==> src/rtl/pixel_unpacker_if.sv <==
// Scanout bus between the framebuffer FIFO / HDMI core (master) and the pixel unpacker (slave).
// Carries the FWFT FIFO head, pixel requests, colour configuration and the unpacked pixel output.
interface pixel_unpacker_if #(
   parameter int WORD_WIDTH = 32,
   parameter int CNT_WIDTH  = 16
);
   logic [WORD_WIDTH-1:0] i_word;
   logic                  i_empty;
   logic                  o_rd_en;
   logic                  i_pixel_ready;
   logic                  i_vblank;
   logic [1:0]            i_mode;
   logic [23:0]           i_fill;
   logic [23:0]           i_fg;
   logic [23:0]           i_bg;
   logic                  i_clr_count;
   logic [23:0]           o_rgb;
   logic                  o_valid;
   logic                  o_frame_err;
   logic [CNT_WIDTH-1:0]  o_underflow_count;

   modport master (
      output i_word, i_empty, i_pixel_ready, i_vblank, i_mode,
             i_fill, i_fg, i_bg, i_clr_count,
      input  o_rd_en, o_rgb, o_valid, o_frame_err, o_underflow_count
   );

   modport slave (
      input  i_word, i_empty, i_pixel_ready, i_vblank, i_mode,
             i_fill, i_fg, i_bg, i_clr_count,
      output o_rd_en, o_rgb, o_valid, o_frame_err, o_underflow_count
   );
endinterface

==> src/rtl/pixel_unpacker.sv <==
// Unpacks FWFT FIFO words into 24-bit pixels (RGB888/RGB565/mono/fill), one-cycle latency,
// no backpressure: every request is answered, with the fill colour substituted on FIFO underflow.
module pixel_unpacker #(
   parameter int WORD_WIDTH = 32,
   parameter int CNT_WIDTH  = 16
) (
   input  logic              clk,
   input  logic              reset,
   pixel_unpacker_if.slave   bus
);
   localparam int IDX_W = $clog2(WORD_WIDTH);

   typedef enum logic [1:0] {
      MODE_RGB888 = 2'd0,
      MODE_RGB565 = 2'd1,
      MODE_MONO   = 2'd2,
      MODE_FILL   = 2'd3
   } mode_t;

   logic             vblank_q;
   logic             armed_q;
   mode_t            mode_q;
   logic [IDX_W-1:0] idx_q;

   logic             frame_start;
   mode_t            mode_eff;
   logic [IDX_W-1:0] idx_eff;
   logic [IDX_W-1:0] idx_last;
   logic [IDX_W-1:0] idx_nxt;
   logic             discard;
   logic             pop;
   logic             underflow;
   logic [23:0]      pix;
   logic [23:0]      pix888;
   logic [23:0]      pix565;
   logic [23:0]      pixmono;
   logic [15:0]      half;

   // armed_q blocks a vblank that was already high when reset released from counting as an edge
   always_comb begin
      frame_start = bus.i_vblank & ~vblank_q & armed_q;
      mode_eff    = frame_start ? mode_t'(bus.i_mode) : mode_q;
      idx_eff     = frame_start ? '0 : idx_q;
      discard     = frame_start & (idx_q != '0) & ~bus.i_empty;

      case (mode_eff)
         MODE_RGB888: idx_last = IDX_W'(WORD_WIDTH / 32 - 1);
         MODE_RGB565: idx_last = IDX_W'(WORD_WIDTH / 16 - 1);
         MODE_MONO:   idx_last = IDX_W'(WORD_WIDTH - 1);
         default:     idx_last = '0;
      endcase

      pix888  = 24'(bus.i_word >> {idx_eff, 5'b0});
      half    = 16'(bus.i_word >> {idx_eff, 4'b0});
      pix565  = {half[15:11], half[15:13], half[10:5], half[10:9], half[4:0], half[4:2]};
      pixmono = bus.i_word[idx_eff] ? bus.i_fg : bus.i_bg;
   end

   // A request colliding with a partial-word discard has no valid head word, so it is an underflow
   always_comb begin
      pop       = 1'b0;
      underflow = 1'b0;
      pix       = bus.i_fill;
      idx_nxt   = idx_eff;
      if (bus.i_pixel_ready && mode_eff != MODE_FILL) begin
         if (discard || bus.i_empty) begin
            underflow = 1'b1;
         end else begin
            case (mode_eff)
               MODE_RGB888: pix = pix888;
               MODE_RGB565: pix = pix565;
               default:     pix = pixmono;
            endcase
            if (idx_eff == idx_last) begin
               pop     = 1'b1;
               idx_nxt = '0;
            end else begin
               idx_nxt = idx_eff + 1'b1;
            end
         end
      end
   end

   assign bus.o_rd_en = ~reset & (pop | discard);

   always_ff @(posedge clk) begin
      if (reset) begin
         vblank_q              <= 1'b0;
         armed_q               <= ~bus.i_vblank;
         mode_q                <= MODE_RGB888;
         idx_q                 <= '0;
         bus.o_rgb             <= '0;
         bus.o_valid           <= 1'b0;
         bus.o_frame_err       <= 1'b0;
         bus.o_underflow_count <= '0;
      end else begin
         vblank_q    <= bus.i_vblank;
         armed_q     <= armed_q | ~bus.i_vblank;
         idx_q       <= idx_nxt;
         bus.o_valid <= bus.i_pixel_ready;
         if (frame_start)
            mode_q <= mode_t'(bus.i_mode);
         if (bus.i_pixel_ready)
            bus.o_rgb <= pix;
         if (underflow)
            bus.o_frame_err <= 1'b1;
         else if (frame_start)
            bus.o_frame_err <= 1'b0;
         if (bus.i_clr_count)
            bus.o_underflow_count <= '0;
         else if (underflow && !(&bus.o_underflow_count))
            bus.o_underflow_count <= bus.o_underflow_count + 1'b1;
      end
   end
endmodule

==> src/flat_wrapper.sv <==
// flat-port wrapper written by rule: the top's interface ports become plain ports
module pixel_unpacker_flat 
#(
   parameter int WORD_WIDTH = 32,
   parameter int CNT_WIDTH  = 16
)
  (clk, reset, bus_i_word, bus_i_empty, bus_i_pixel_ready, bus_i_vblank, bus_i_mode, bus_i_fill, bus_i_fg, bus_i_bg, bus_i_clr_count, bus_o_rd_en, bus_o_rgb, bus_o_valid, bus_o_frame_err, bus_o_underflow_count);
  pixel_unpacker_if #(.WORD_WIDTH(WORD_WIDTH), .CNT_WIDTH(CNT_WIDTH)) bus_i ();
  input  logic clk;
  input  logic reset;
  input wire logic [$bits(bus_i.i_word)-1:0] bus_i_word;
  input wire logic [$bits(bus_i.i_empty)-1:0] bus_i_empty;
  input wire logic [$bits(bus_i.i_pixel_ready)-1:0] bus_i_pixel_ready;
  input wire logic [$bits(bus_i.i_vblank)-1:0] bus_i_vblank;
  input wire logic [$bits(bus_i.i_mode)-1:0] bus_i_mode;
  input wire logic [$bits(bus_i.i_fill)-1:0] bus_i_fill;
  input wire logic [$bits(bus_i.i_fg)-1:0] bus_i_fg;
  input wire logic [$bits(bus_i.i_bg)-1:0] bus_i_bg;
  input wire logic [$bits(bus_i.i_clr_count)-1:0] bus_i_clr_count;
  output wire logic [$bits(bus_i.o_rd_en)-1:0] bus_o_rd_en;
  output wire logic [$bits(bus_i.o_rgb)-1:0] bus_o_rgb;
  output wire logic [$bits(bus_i.o_valid)-1:0] bus_o_valid;
  output wire logic [$bits(bus_i.o_frame_err)-1:0] bus_o_frame_err;
  output wire logic [$bits(bus_i.o_underflow_count)-1:0] bus_o_underflow_count;
  assign bus_i.i_word = bus_i_word;
  assign bus_i.i_empty = bus_i_empty;
  assign bus_i.i_pixel_ready = bus_i_pixel_ready;
  assign bus_i.i_vblank = bus_i_vblank;
  assign bus_i.i_mode = bus_i_mode;
  assign bus_i.i_fill = bus_i_fill;
  assign bus_i.i_fg = bus_i_fg;
  assign bus_i.i_bg = bus_i_bg;
  assign bus_i.i_clr_count = bus_i_clr_count;
  assign bus_o_rd_en = bus_i.o_rd_en;
  assign bus_o_rgb = bus_i.o_rgb;
  assign bus_o_valid = bus_i.o_valid;
  assign bus_o_frame_err = bus_i.o_frame_err;
  assign bus_o_underflow_count = bus_i.o_underflow_count;
  pixel_unpacker #(.WORD_WIDTH(WORD_WIDTH), .CNT_WIDTH(CNT_WIDTH)) u_core (.clk(clk), .reset(reset), .bus(bus_i));
endmodule
==> config.mk <==
export PLATFORM = sky130hd
export DESIGN_NAME = pixel_unpacker_flat
export DESIGN_NICKNAME = d
export VERILOG_FILES = /design/src/rtl/pixel_unpacker_if.sv /design/src/rtl/pixel_unpacker.sv /design/src/flat_wrapper.sv
export SDC_FILE = /design/constraint.sdc
export NUM_CORES = 1
export LEC_CHECK = 0
export CAP_MARGIN = 25
export CORE_MARGIN = 8
export CORE_UTILIZATION = 45
export CTS_CLUSTER_DIAMETER = 60
export DETAILED_ROUTE_END_ITERATION = 8
export PLACE_DENSITY = 0.78
export SYNTH_ARGS = -nofsm -noshare
export SYNTH_HDL_FRONTEND = slang
export SYNTH_SLANG_ARGS = --single-unit
==> constraint.sdc <==
create_clock -name clk -period 7.1 [get_ports clk]
set_input_delay 1.065 -clock clk [delete_from_list [all_inputs] [get_ports clk]]
set_output_delay 1.065 -clock clk [all_outputs]
set_load 0.005 [all_outputs]
* After elaboration in Yosys (flattened, before gate mapping)
Cells that the tools add are included.
Word-level totals: input port bits 112, output and inout bits 43, register bits after elaboration 51, word-level logic and storage cells 57
Cells by class: $add $sub $neg 2, muxes and demuxes 20, eq/ne operators 4, shift operators 2, bitwise gates (word level) 11, reduce and logical (&&, ||, !) cells 9, order comparisons 1
Operators by type and width (number):
- 24-bit two-way mux | 3
- 24-bit case mux with 2 select lines | 1
- 32-bit by 10-bit right shift with 24-bit output | 1
- 32-bit by 9-bit right shift with 16-bit output | 1
- 5-bit two-way mux | 4
- 16-bit by 1-bit adder with 16-bit output (second input constant) | 1
- 16-bit AND reduction | 1
- 5-bit case mux with 2 select lines | 1
- 1-bit two-way mux | 9
- 5-bit by 6-bit < comparator with 1-bit output (second input constant) | 1
- 5-bit by 1-bit adder with 5-bit output (second input constant) | 1
- 1-bit AND | 5
- 1-bit binary-select mux with 5-bit select | 1
- 5-bit == test | 1
- 5-bit nonzero test | 1
- 1-bit NOT | 4
- 2-bit by 1-bit == test with 1-bit output (second input constant) | 1
- 2-bit == test (second input constant) | 1
- 1-bit logical AND | 2
- 2-bit zero test | 1
- 2-bit two-way mux | 1
- 2-bit inequality test (second input constant) | 1
- 1-bit bitwise OR | 2
- 2-bit nonzero test | 1
- 3 further kinds | 3

* Longest topological paths before layout
word-level depth 12, gate-level depth with buffers 12, mapped depth without buffers 8

* Worst setup path before layout
OpenSTA, ideal clock, no wires.
path type input port to output port, from input bus_i_vblank, to output bus_o_rd_en, data arrival time 3.023 ns, path slack 3.012 ns, stages 10, path through and3b_1 > clkbuf_1 > mux2_2 > buf_1 > inv_1 > ha_1 > xor2_1 > a211oi_1 > nor2_1 > nor3_1
On the way: word-level cells in the longest chain between the ends 11
RTL lines:
- start, declared | RTL line flat_wrapper.sv:14 | input wire logic [$bits(bus_i.i_vblank)-1:0] bus_i_vblank;
- 1-bit AND * (2 in series) | RTL line pixel_unpacker.sv:41 | frame_start = bus.i_vblank & ~vblank_q & armed_q;
- 2-bit two-way mux | RTL line pixel_unpacker.sv:42 | mode_eff = frame_start ? mode_t'(bus.i_mode) : mode_q;
- 2-bit == test / 2-bit by 1-bit == test with 1-bit output (equally long branches) | RTL line pixel_unpacker.sv:46 | case (mode_eff)
- 5-bit case mux with 2 select lines | RTL line pixel_unpacker.sv:46
- 5-bit == test | RTL line pixel_unpacker.sv:74 | if (idx_eff == idx_last) begin
- 1-bit two-way mux | RTL line pixel_unpacker.sv:74
- 1-bit two-way mux | RTL line pixel_unpacker.sv:66 | if (discard || bus.i_empty) begin
- 1-bit two-way mux | RTL line pixel_unpacker.sv:65 | if (bus.i_pixel_ready && mode_eff != MODE_FILL) begin
- 1-bit bitwise OR * | RTL line pixel_unpacker.sv:84 | assign bus.o_rd_en = ~reset & (pop | discard);
- 1-bit AND * | RTL line pixel_unpacker.sv:84
- end, declared | RTL line flat_wrapper.sv:20 | output wire logic [$bits(bus_i.o_rd_en)-1:0] bus_o_rd_en;
Mark *: on every way between the ends. The rest lies on a longest branch, timed or not.

* Final worst setup path
Ends and elaborated chain as after synthesis.

==> flow_summary_export.csv <==
group,metric,value,unit
status,status,"finished clean",
floorplan,initial_core_util,45.9,%
timing,rsz0062_at_grt,"no",
floorplan,dieArea,0.0120,mm²
detailed_routing,wl_per_cell,21.0,µm
cells_and_area,drive_above_1_share,4.39,%
cts,cts_resized,0,
floorplan,die_y,110,µm
detailed_routing,drc,0,
worst_setup_path,path_max_fanout,13,
floorplan,io_pins,155,
cells_and_area,nFillCells,761,
cts,hold_buffers,0,
cells_and_area,design_area,0.00552,mm²
detailed_routing,drt_iter0_drc,372,
cells_and_area,seqCellArea,0.00102,mm²
worst_setup_path,cpMostUsedCell,"clkdlybuf4s50_1",
detailed_routing,dr_total_vias,4741,
cts,insertion_delay,0.31,ns
cts,htreeDepth,2,
synthesis,synth_top_area_share,25.9,%
detailed_routing,wirelength,15700,µm
worst_setup_path,crit_slowest_cell,"mux2i_1",
timing,timing.final.hold_violations,0,
cts,numCtsBuffers,5,
timing,finClkSkew,0.0101,ns
synthesis,synth_ff_type,"dfxtp_1",
timing,setup_viol,0,
synthesis,synth_top_area_cell,"dfxtp_1",
synthesis,yosysSeqAreaShare,25.9,%
detailed_routing,viasPerCell,6.36,
timing,timing.fmax,0.183,GHz
timing,totalNegativeSetupSlack,0,ns
placement,placed_cell_area,0.00541,mm²
synthesis,synthCells,519,
min_path,whs_path_depth,2,
global_routing,overflow,0,
synthesis,synth_area_per_cell,7.60,µm²
cells_and_area,layout_commonest_cell,"clkdlybuf4s50_1",
global_routing,grt_pass1_wl,23900,µm
timing,slew_violations,0,
global_routing,grt_max_degree,47,
worst_setup_path,critPathTopFamily,"buffers and inverters",
worst_setup_path,cp.depth,9,
synthesis,ys_types,55,
cts,cts-root-buf,"clkbuf_8",
pwr,ir_drop,0.0807,mV
worst_setup_path,slowest_delay,0.83,ns
worst_setup_path,cp.buffers_inverters,2,
worst_setup_path,r2r-start,"u_core.armed_q$_DFF_P_",
cts,cts_tree,"built",
placement,dp.cells,738,
timing,max-slew-margin-rel,27.2,%
cells_and_area,layout_common_cells,"154 x clkdlybuf4s50_1, 67 x a21oi_1, 63 x nand2_1",
detailed_routing,ant_nets,0,
cells_and_area,layout.cells.non_filler,746,
synthesis,synth_edf_count,0,
synthesis,synth.area.top_cells,"dfxtp_1 26%, a21oi_1 8.5%, o211ai_1 6.1%, nand2_1 6.0%, nand4_1 5.1%",
cells_and_area,nNetsFinal,753,
worst_setup_path,r2r_cells,7,
floorplan,die_x,110,µm
worst_setup_path,critPathKind,"input pin to primary output",
placement,port_buffers,154,
worst_setup_path,crit_start,"bus_i_vblank",
cells_and_area,diodes,0,
global_routing,grt_pass1_vias,4582,
pwr,finalPower,754,µW
min_path,min_path_type,"flop to flop",
synthesis,synthArstFlopShare,0,%
timing,period_needed,5.47,ns
cts,clk_pin_slew,0.10,ns
floorplan,rows,34,
cells_and_area,multiInputGateArea,0.00266,mm²
pwr,powerDensity,137,mW/mm²
worst_setup_path,required,6.03,ns
cells_and_area,synthToLayoutAreaGrowth,40.0,%
min_path,worstHoldStart,"u_core.armed_q$_DFF_P_",
pwr,power_leakage,0.00185,µW
timing,worst_pin_slew,1.09,ns
global_routing,antenna_found_initial,0,
cts,clock_sinks,51,
synthesis,synth_nets,634,
synthesis,yosysWarningCount,0,
cts,clk_path_buf_depth,2,
placement,dp.final_hpwl,11900,µm
placement,gp_congestion,0.915,
worst_setup_path,start_kind,"input pin",
detailed_routing,firstDrtPassIters,5,
synthesis,syn-cell-area,0.00394,mm²
cts,cts_setup_buffers,0,
run,maxCapViolCount,0,
synthesis,yosys_register_bits,51,
timing,period_share,77.1,%
worst_setup_path,cp-end-kind,"primary output",
floorplan,core-area,0.00859,mm²
worst_setup_path,cp_cell_sequence,"clkdlybuf4s50_1 > and3b_1 > mux2i_1 > ha_1 > xor2_1 > a211oi_1 > nor2_1 > nor3_1 > clkdlybuf4s50_1",
global_routing,track_usage,25.0,%
worst_setup_path,worstPathArrival,4.41,ns
## worst reg2reg max path, delay by kind of cell (launching register included)
kind	cells	cell delay, ns
AOI/OAI and AO/OA	4	1.01
adders and majority gates	1	0.84
muxes	1	0.83
DFF	1	0.38
and+or+nand+nor	1	0.33
## power by group
part	switching (µW)	internal, µW
sequential	10.6	302
clock	104	78.8
combinational	129	129
## worst paths after layout
path,to,slack (ns)
max,bus_o_rd_en,1.63
min,u_core.armed_q$_DFF_P_,0.50
max reg2reg,u_core.bus.o_rgb[13]$_SDFFE_PP0P_,3.66
min reg2reg,u_core.armed_q$_DFF_P_,0.50
## synth_stat cells (all sizes together) (3+ instances only)
cell and count:
mux2i 14, nor2b 4, nand4 32, o2bb2ai 16, xor2 8, nand3 28, mux4 3, nor2 20
and3 22, nor3 5, a211oi 3, a21oi 67, or3 8, clkbuf 28, xnor2 3, a221oi 9
ha 3, a22oi 9, and2 5, o211ai 33, o2111ai 9, or4 3, buf 18, a21boi 8
inv 8, nand2 63, o21ai 18, dfxtp 51
## flip-flops by register name (all words and copies together), names as in the netlist
name and count:
u_core.bus.o_underflow_count 16, u_core.bus.o_frame_err 1, u_core.vblank_q 1, u_core.idx_q 5, u_core.bus.o_valid 1, u_core.mode_q 2, u_core.bus.o_rgb 24, u_core.armed_q 1
## per-layer routing
| layer | vias up | wire length (µm) | global-route usage (%) | share of wire, % |
|---|---|---|---|---|
| li1 | 2228 | - | - | - |
| met1 | 2280 | 6480 | 31.7 | 41 |
| met2 | 215 | 7700 | 41.5 | 49 |
| met3 | 18 | 1150 | 5.04 | 7.3 |
| met4 | 0 | 339 | 8.20 | 2.2 |
| met5 | - | 0 | 0 | 0 |
## stage by stage
step | setup WS (ns) | utilization [%] | hold WS (ns)
after detailed placement | 1.65 | 63.0 | 0.493
after floorplan | 3.01 | - | 0.466
after global placement | 1.67 | 62.9 | 0.479
after CTS | 1.63 | 64.1 | 0.508
after global routing | 1.32 | 64.2 | 0.533
final | 1.63 | 64.2 | 0.503
## cell families after synthesis
logic type / share of synthesized area (%)
flip-flops: 25.9
adder cells (fa/ha/maj): 0.952
multiplexers: 5.84
XOR/XNOR: 2.44
AND/OR/NAND/NOR: 26.5
buffers and inverters: 6.66
AO/OA/AOI/OAI: 31.7
## final cells by class
cell class,count,share of cell area [%]
Inverter,9,0.612
Timing Repair Buffer,158,28.6
Tap cell,108,2.45
Clock inverter,1,0.159
Sequential cell,51,18.5
Multi-Input combinational cell,413,48.2
Clock buffer,6,1.50
No activity file was read; power rests on OpenSTA's default activity.
